<file path="src/rtl/round_sequencer.sv">
// round_sequencer: round controller for the pattern memory game.
// Each round it strobes the pattern generator once, appends the new 6-bit symbol to a
// sequence buffer, plays the whole sequence back on the display (paced by tick_in), then
// checks the player's guesses against it in order.
//
// Ports:
//   clk_in          system clock, rising edge
//   rst_n           synchronous active-low reset
//   tick_in         one-cycle slow time-base pulse (display pacing)
//   start           one-cycle pulse, begins a new game from IDLE/WIN/LOSE
//   gen_state[5:0]  current pattern generator output
//   gen_play        one-cycle strobe to the generator
//   guess[5:0]      player switch value
//   submit          one-cycle pulse committing guess
//   show_value[5:0] displayed symbol (0 when show_valid=0)
//   show_valid      display enable
//   awaiting_input  high while waiting for the player's guesses
//   level[3:0]      number of stored symbols
//   win, lose       game result flags
module round_sequencer #(
  parameter int unsigned MAX_LEN    = 8,
  parameter int unsigned SHOW_TICKS = 4,
  parameter int unsigned GAP_TICKS  = 1
) (
  input  logic       clk_in,
  input  logic       rst_n,
  input  logic       tick_in,
  input  logic       start,
  input  logic [5:0] gen_state,
  output logic       gen_play,
  input  logic [5:0] guess,
  input  logic       submit,
  output logic [5:0] show_value,
  output logic       show_valid,
  output logic       awaiting_input,
  output logic [3:0] level,
  output logic       win,
  output logic       lose
);

  localparam logic [2:0] StIdle    = 3'd0;
  localparam logic [2:0] StGen     = 3'd1;
  localparam logic [2:0] StCapture = 3'd2;
  localparam logic [2:0] StShow    = 3'd3;
  localparam logic [2:0] StGap     = 3'd4;
  localparam logic [2:0] StInput   = 3'd5;
  localparam logic [2:0] StWin     = 3'd6;
  localparam logic [2:0] StLose    = 3'd7;

  localparam logic [3:0] MaxLen   = 4'(MAX_LEN);
  localparam logic [7:0] ShowLast = 8'(SHOW_TICKS - 1);
  localparam logic [7:0] GapLast  = 8'(GAP_TICKS - 1);

  logic [2:0] state_q, state_d;
  logic [3:0] len_q, len_d;
  logic [3:0] idx_q, idx_d;
  logic [7:0] tcnt_q, tcnt_d;
  logic       cap_en;
  logic [3:0] last_idx;
  logic [5:0] cur_sym;
  logic [5:0] seq_buf [MAX_LEN];

  assign last_idx = len_q - 4'd1;

  // Mux by explicit compare so the 4-bit index never addresses past MAX_LEN-1.
  always_comb begin
    cur_sym = '0;
    for (int i = 0; i < int'(MAX_LEN); i++) begin
      if (idx_q == 4'(i)) cur_sym = seq_buf[i];
    end
  end

  always_comb begin
    state_d = state_q;
    len_d   = len_q;
    idx_d   = idx_q;
    tcnt_d  = tcnt_q;
    cap_en  = 1'b0;
    case (state_q)
      StIdle, StWin, StLose: begin
        if (start) begin
          len_d   = '0;
          state_d = StGen;
        end
      end
      StGen: state_d = StCapture;
      StCapture: begin
        // The win check keeps len <= MAX_LEN; the guard makes that structural.
        if (len_q < MaxLen) begin
          cap_en = 1'b1;
          len_d  = len_q + 4'd1;
        end
        idx_d   = '0;
        tcnt_d  = '0;
        state_d = StShow;
      end
      StShow: begin
        if (tick_in) begin
          if (tcnt_q == ShowLast) begin
            tcnt_d  = '0;
            state_d = StGap;
          end else begin
            tcnt_d = tcnt_q + 8'd1;
          end
        end
      end
      StGap: begin
        if (tick_in) begin
          if (tcnt_q == GapLast) begin
            tcnt_d = '0;
            if (idx_q == last_idx) begin
              idx_d   = '0;
              state_d = StInput;
            end else begin
              idx_d   = idx_q + 4'd1;
              state_d = StShow;
            end
          end else begin
            tcnt_d = tcnt_q + 8'd1;
          end
        end
      end
      StInput: begin
        if (submit) begin
          if (guess != cur_sym) begin
            state_d = StLose;
          end else if (idx_q != last_idx) begin
            idx_d = idx_q + 4'd1;
          end else if (len_q == MaxLen) begin
            state_d = StWin;
          end else begin
            state_d = StGen;
          end
        end
      end
      default: state_d = StIdle;
    endcase
  end

  always_ff @(posedge clk_in) begin
    if (!rst_n) begin
      state_q <= StIdle;
      len_q   <= '0;
      idx_q   <= '0;
      tcnt_q  <= '0;
    end else begin
      state_q <= state_d;
      len_q   <= len_d;
      idx_q   <= idx_d;
      tcnt_q  <= tcnt_d;
    end
  end

  // Buffer contents are don't-care after reset, so it carries no reset.
  always_ff @(posedge clk_in) begin
    if (cap_en) begin
      for (int i = 0; i < int'(MAX_LEN); i++) begin
        if (len_q == 4'(i)) seq_buf[i] <= gen_state;
      end
    end
  end

  assign gen_play       = (state_q == StGen);
  assign show_valid     = (state_q == StShow);
  assign show_value     = show_valid ? cur_sym : 6'h00;
  assign awaiting_input = (state_q == StInput);
  assign level          = len_q;
  assign win            = (state_q == StWin);
  assign lose           = (state_q == StLose);

endmodule

</file>
<file path="config.mk">
export PLATFORM = sky130hd
export DESIGN_NAME = round_sequencer
export DESIGN_NICKNAME = d
export VERILOG_FILES = /design/src/rtl/round_sequencer.sv
export SDC_FILE = /design/constraint.sdc
export NUM_CORES = 1
export LEC_CHECK = 0
export ABC_AREA = 1
export CAP_MARGIN = 30
export CORE_MARGIN = 3
export CORE_UTILIZATION = 29
export CTS_CLUSTER_DIAMETER = 30
export DETAILED_ROUTE_END_ITERATION = 6
export HOLD_SLACK_MARGIN = 0.12
export PLACE_DENSITY = 0.56
export SYNTH_ARGS = -nofsm -noshare
export SYNTH_HDL_FRONTEND = slang
export SYNTH_SLANG_ARGS = --single-unit
</file>
<file path="constraint.sdc">
create_clock -name clk_in -period 6.14 [get_ports clk_in]
set_input_delay 1.842 -clock clk_in [delete_from_list [all_inputs] [get_ports clk_in]]
set_output_delay 1.842 -clock clk_in [all_outputs]
set_load 0.01 [all_outputs]
</file>
# Word-level counts from Yosys, hierarchy flattened
# Memories as Yosys holds them, arrays and structs flattened.
# Cells that the tools add are included.
[word_totals]
regBits = 19
latch_bits = 0
ramBits = 48
romBits = 0
input_bits = 17
word_cells = 147
memories = 1
[classes]
add_sub_neg = 4
multipliers = 0
div_mod_pow = 0
n_lt_le_gt_ge = 1
n_eq_ne = 36
shift = 0
muxes = 82
bitwise_logic = 0
reduce_logical = 19
[memory_table]
columns = ["name", "depth", "word_bits", "read_ports", "rd_clocked_by_memory_dff", "wr", "line_no", "source"]
rows = [
  ["seq_buf", 8, 6, 8, 0, 1, "61", "logic [5:0] seq_buf [MAX_LEN];"],
]
[op_table]
columns = ["op", "n"]
rows = [
  ["$mux W6", 16],
  ["$mux W3", 17],
  ["$reduce_or A6 Y1", 7],
  ["$mux W1", 33],
  ["$eq A4 B3 Y1 const B", 8],
  ["$mux W4", 8],
  ["$mux W8", 4],
  ["$pmux W8 S3", 1],
  ["$pmux W3 S6", 1],
  ["$eq A4 B2 Y1 const B", 4],
  ["$ne A2 B2 Y1 const B", 7],
  ["$eq A3 B3 Y1 const B", 4],
  ["$pmux W4 S3", 1],
  ["$add A4 B1 Y4 const B", 2],
  ["$add A8 B1 Y8 const B", 1],
  ["$eq A4 B1 Y1 const B", 2],
  ["$eq A8 B2 Y1 const B", 1],
  ["$logic_not A4 Y1", 2],
  ["$logic_not A8 Y1", 1],
  ["$pmux W4 S2", 1],
  ["$reduce_and A7 Y1", 1],
  ["$eq A3 B2 Y1 const B", 2],
  ["$ne A6 B6 Y1", 1],
  ["$reduce_and A3 Y1", 2],
  ["other kinds (13)", 15],
]

# Depth between registers and ports, before layout
[logic_depth]
depth_word = 13
ltp_mapped = 21

# Worst setup path before layout
# Ideal clock, no wire load.
[synth_path]
path_type = "reg-to-output"
startpoint = "register idx_q[1]"
endpoint = "output port show_value[3]"
arrival_time_ns = 1.475
path_slack_ns = 2.823
path_stages_with_launch = 11
path_buffers = 1
cell_sequence = "dfxtp_1 inv_1 ha_1 nand3_1 buf_2 nor2_1 nor2_1 nand2_1 nand2_1 nand2_1 nor2_1"
[synth_between]
elab_chain_len = 10
word_cells_on_any_way = 17
cone_classes = "eq/ne: 7; mux: 9; reduce/logical: 1"
[synth_rtl]
columns = ["item", "line_no", "source"]
rows = [
  ["start, declared", "56", "logic [3:0] idx_q, idx_d;"],
  ["start signal, assigned", "149", "idx_q <= idx_d;"],
  ["$logic_not A4 Y1", "69", "if (idx_q == 4'(i)) cur_sym = seq_buf[i];"],
  ["$mux W6 (7 in a row)", "69", ""],
  ["$mux W6 *", "69", ""],
  ["$mux W6 *", "165", "assign show_value = show_valid ? cur_sym : 6'h00;"],
  ["end, declared", "33", "output logic [5:0] show_value,"],
]
# Every way passes the cells marked *; elsewhere a longest branch is shown, timed or not.

# Final worst setup path
[layout_path]
startpoint = "register idx_q[1]"
endpoint = "output port show_value[4]"
# The elaborated chain is that of the path after synthesis.

==> results.yml <==
placement:
  dpl.hpwl_microns: 6030
  io_buffer_count: 31
  gp_congestion: 0.874
critical_path:
  cpPeakStageDelay_ns: 0.54
  worstPathArrival_ns: 2.64
  critPathRequiredTime_ns: 4.30
  crit_path_start_kind: "flip-flop"
  critPathCaptureType: "output pin"
  cpMaxStageDelayCell: "clkdlybuf4s50_1"
  critPathMostFrequentCell: "nand2_1"
  path_cells: "inv_1 > ha_1 > nand3_1 > nand2_1 > nand3b_1 > nand2_1 > nand2_1 > nand2_1 > nor2_1 > clkdlybuf4s50_1"
  crit_fanout: 12
  critPathKind: "flip-flop to output pin"
clocking:
  clock_path_buffers: 2
  post-cts-setup-buffers: 0
  cts_tree: "done"
  cts.htree.levels: 3
  clock-sinks: 67
  hold_buffers: 0
  insertion_delay_ns: 0.33
  cts_inserted_buffers: 9
  ctsResizeCount: 0
  clkTransAtPathRegs_ns: 0.05
  cts-root-buf: "clkbuf_16"
synthesis:
  yosys-top-cells-count: "102 x nand2_1, 54 x inv_1, 48 x edfxtp_1"
  synth_top_family_by_area: "simple AND/OR/NAND/NOR gates"
  ys_ff_latch: 67
  mappedNetlistNets: 444
  synth_edf_count: 48
  ys.flop_type: "edfxtp_1"
  synth.area.top_cells: "edfxtp_1 40%, nand2_1 11%, dfxtp_1 11%, inv_1 5.7%, nor2_1 4.3%"
  syn_area_sq_um: 3580
  synth_top_area_share_pct: 40.3
  yosysMostFrequentCell: "nand2_1"
  syn_avg_cell_area_sq_um: 8.60
  synth_top_area_cell: "edfxtp_1"
  synth-compound-area-share_pct: 5.77
  yosysSeqAreaShare_pct: 50.9
  synthMuxAreaShare_pct: 0
  synth_xor_area_share_pct: 1.96
  ys_warn_count: 0
  synth-adder-area-share_pct: 3.85
  yosys.area_share.simple_pct: 30.0
  synthDistinctLibCells: 33
  synth_cells: 416
  synthArstFlopShare_pct: 0
worst_hold_path:
  min_path_type: "flip-flop to flip-flop"
power_and_ir_drop:
  power_mw: 1.26
  p_leak_nw: 1.67
  powerDensity_nw_per_um2: 291
  vdd_ir_drop_max_mv: 0.114
floorplan:
  dieArea_sq_um: 13700
  rows: 39
  die_x_microns: 117
  coreArea_sq_um: 11700
  start_util_pct: 30.5
  dieHeight_microns: 117
  ioPinCount: 32
drt:
  drt_iter0_markers: 207
  viasPerCell: 4.65
  wl_microns: 8100
  vias: 2799
  avgRoutedWirePerCell_microns: 13.5
  drtPass1Iterations: 4
  drcViolationCount: 0
  ant_nets: 0
job:
  cap_viol_max_count: 0
layout:
  finalNetCount: 483
  fillCellCount: 1195
  drive_above_1_share_pct: 8.28
  diodes: 0
  syn2layout_area_growth_pct: 20.8
global_route:
  grt_usage_pct: 12.3
  grt_first_pass_wirelength_microns: 13100
  grt_pass1_vias: 2646
  grt_max_degree: 14
  antenna_found_initial: 0
  overflow: 0
sta:
  finalClockSkew_ns: 0.00411
  rsz0062_at_grt: "false"
  tns_ns: 0
  finalHoldViolations: 0
  slew_violations: 0
  setup_violations: 0
  timing.final.crit_share_pct: 73.0
  fmax_mhz: 223
  finalCriticalPeriod_ns: 4.48
  slew_headroom_pct: 35.1
  worstMarginPinSlew_ns: 0.967
outcome:
  outcome: "finished clean"
## per-stage QoR
stage | std cells | hold slack [ns] | setup WS, ns | utilization, % | instance area, sq um
2_1_floorplan | 416 | 0.439 | 2.82 | - | 3580
3_3_place_gp | 584 | 0.452 | 2.06 | 34.3 | 4020
3_5_place_dp | 587 | 0.462 | 2.00 | 34.5 | 4040
4_1_cts | 602 | 0.469 | 1.64 | 36.9 | 4320
5_1_grt | 602 | 0.506 | 1.39 | 36.9 | 4320
6_report | 602 | 0.465 | 1.66 | 36.9 | 4320
## placed cells by master (no fill, tap or decap), drive strengths merged, types with 4 or more instances in the layout
master           n
a211oi           4
a21oi           20
clkbuf          10
clkdlybuf4s50   31
clkinv           4
dfxtp           19
edfxtp          48
ha              11
inv             57
nand2          108
nand3           24
nand3b           7
nand4           18
nor2            46
nor3            17
o21ai           11
or2              8
xnor2            5
## worst max-delay path, delay by kind of cell (launching register included)
family | cells | cell delay (ns)
flops | 1 | 0.37
fa+ha+maj | 1 | 0.30
simple gates | 7 | 0.99
buf+inv | 2 | 0.65
## final timing paths
kind                            cells past startpoint  slack, ns       from       endpoint
worst max-delay path                               10       1.66   idx_q[1]  show_value[4]
worst min-delay path                                2       0.47  tcnt_q[7]      tcnt_q[7]
worst max register to register                     18       3.58   idx_q[1]       idx_q[0]
worst min register to register                      2       0.47  tcnt_q[7]      tcnt_q[7]
## layout make-up
type / count / area (sq um) / area share, %
flip-flops and latches: 67 / 1820 / 42.2
multi-input cells: 285 / 1490 / 34.4
repair buffers: 34 / 330 / 7.65
clock buffers: 10 / 229 / 5.30
inverters: 58 / 218 / 5.04
well taps: 143 / 179 / 4.14
clock inverters: 5 / 55.1 / 1.27
## layer usage
metal	GRT usage [%]	vias to the layer above	part of all wire, %
li1	-	1457	-
met1	16.7	1281	49
met4	4.36	0	1.2
met5	0	-	0
met3	2.78	8	4.7
met2	19.2	53	45
## report_power, final
group	switching, mW	total (mW)	internal (mW)	leakage (nW)
logic	0.154	0.246	0.0923	0.947
registers	0.0156	0.518	0.503	0.586
clock network	0.181	0.492	0.310	0.136
total	0.351	1.26	0.905	1.67
## logic make-up (layout without fill, tap and decap cells)
| logic type | Yosys count | count (layout) |
|---|---|---|
| flip-flops | 67 | 67 |
| XOR/XNOR | 8 | 8 |
| AND/OR/NAND/NOR | 229 | 229 |
| AO/OA/AOI/OAI | 37 | 37 |
| adder cells (fa/ha/maj) | 11 | 11 |
| buffers and inverters | 64 | 107 |
## registers in the layout, summed over array words and instances (netlist names)
signal   count
idx_q        4
level        4
seq_buf     48
state_q      3
tcnt_q       8
No activity file was read; power rests on OpenSTA's default activity.
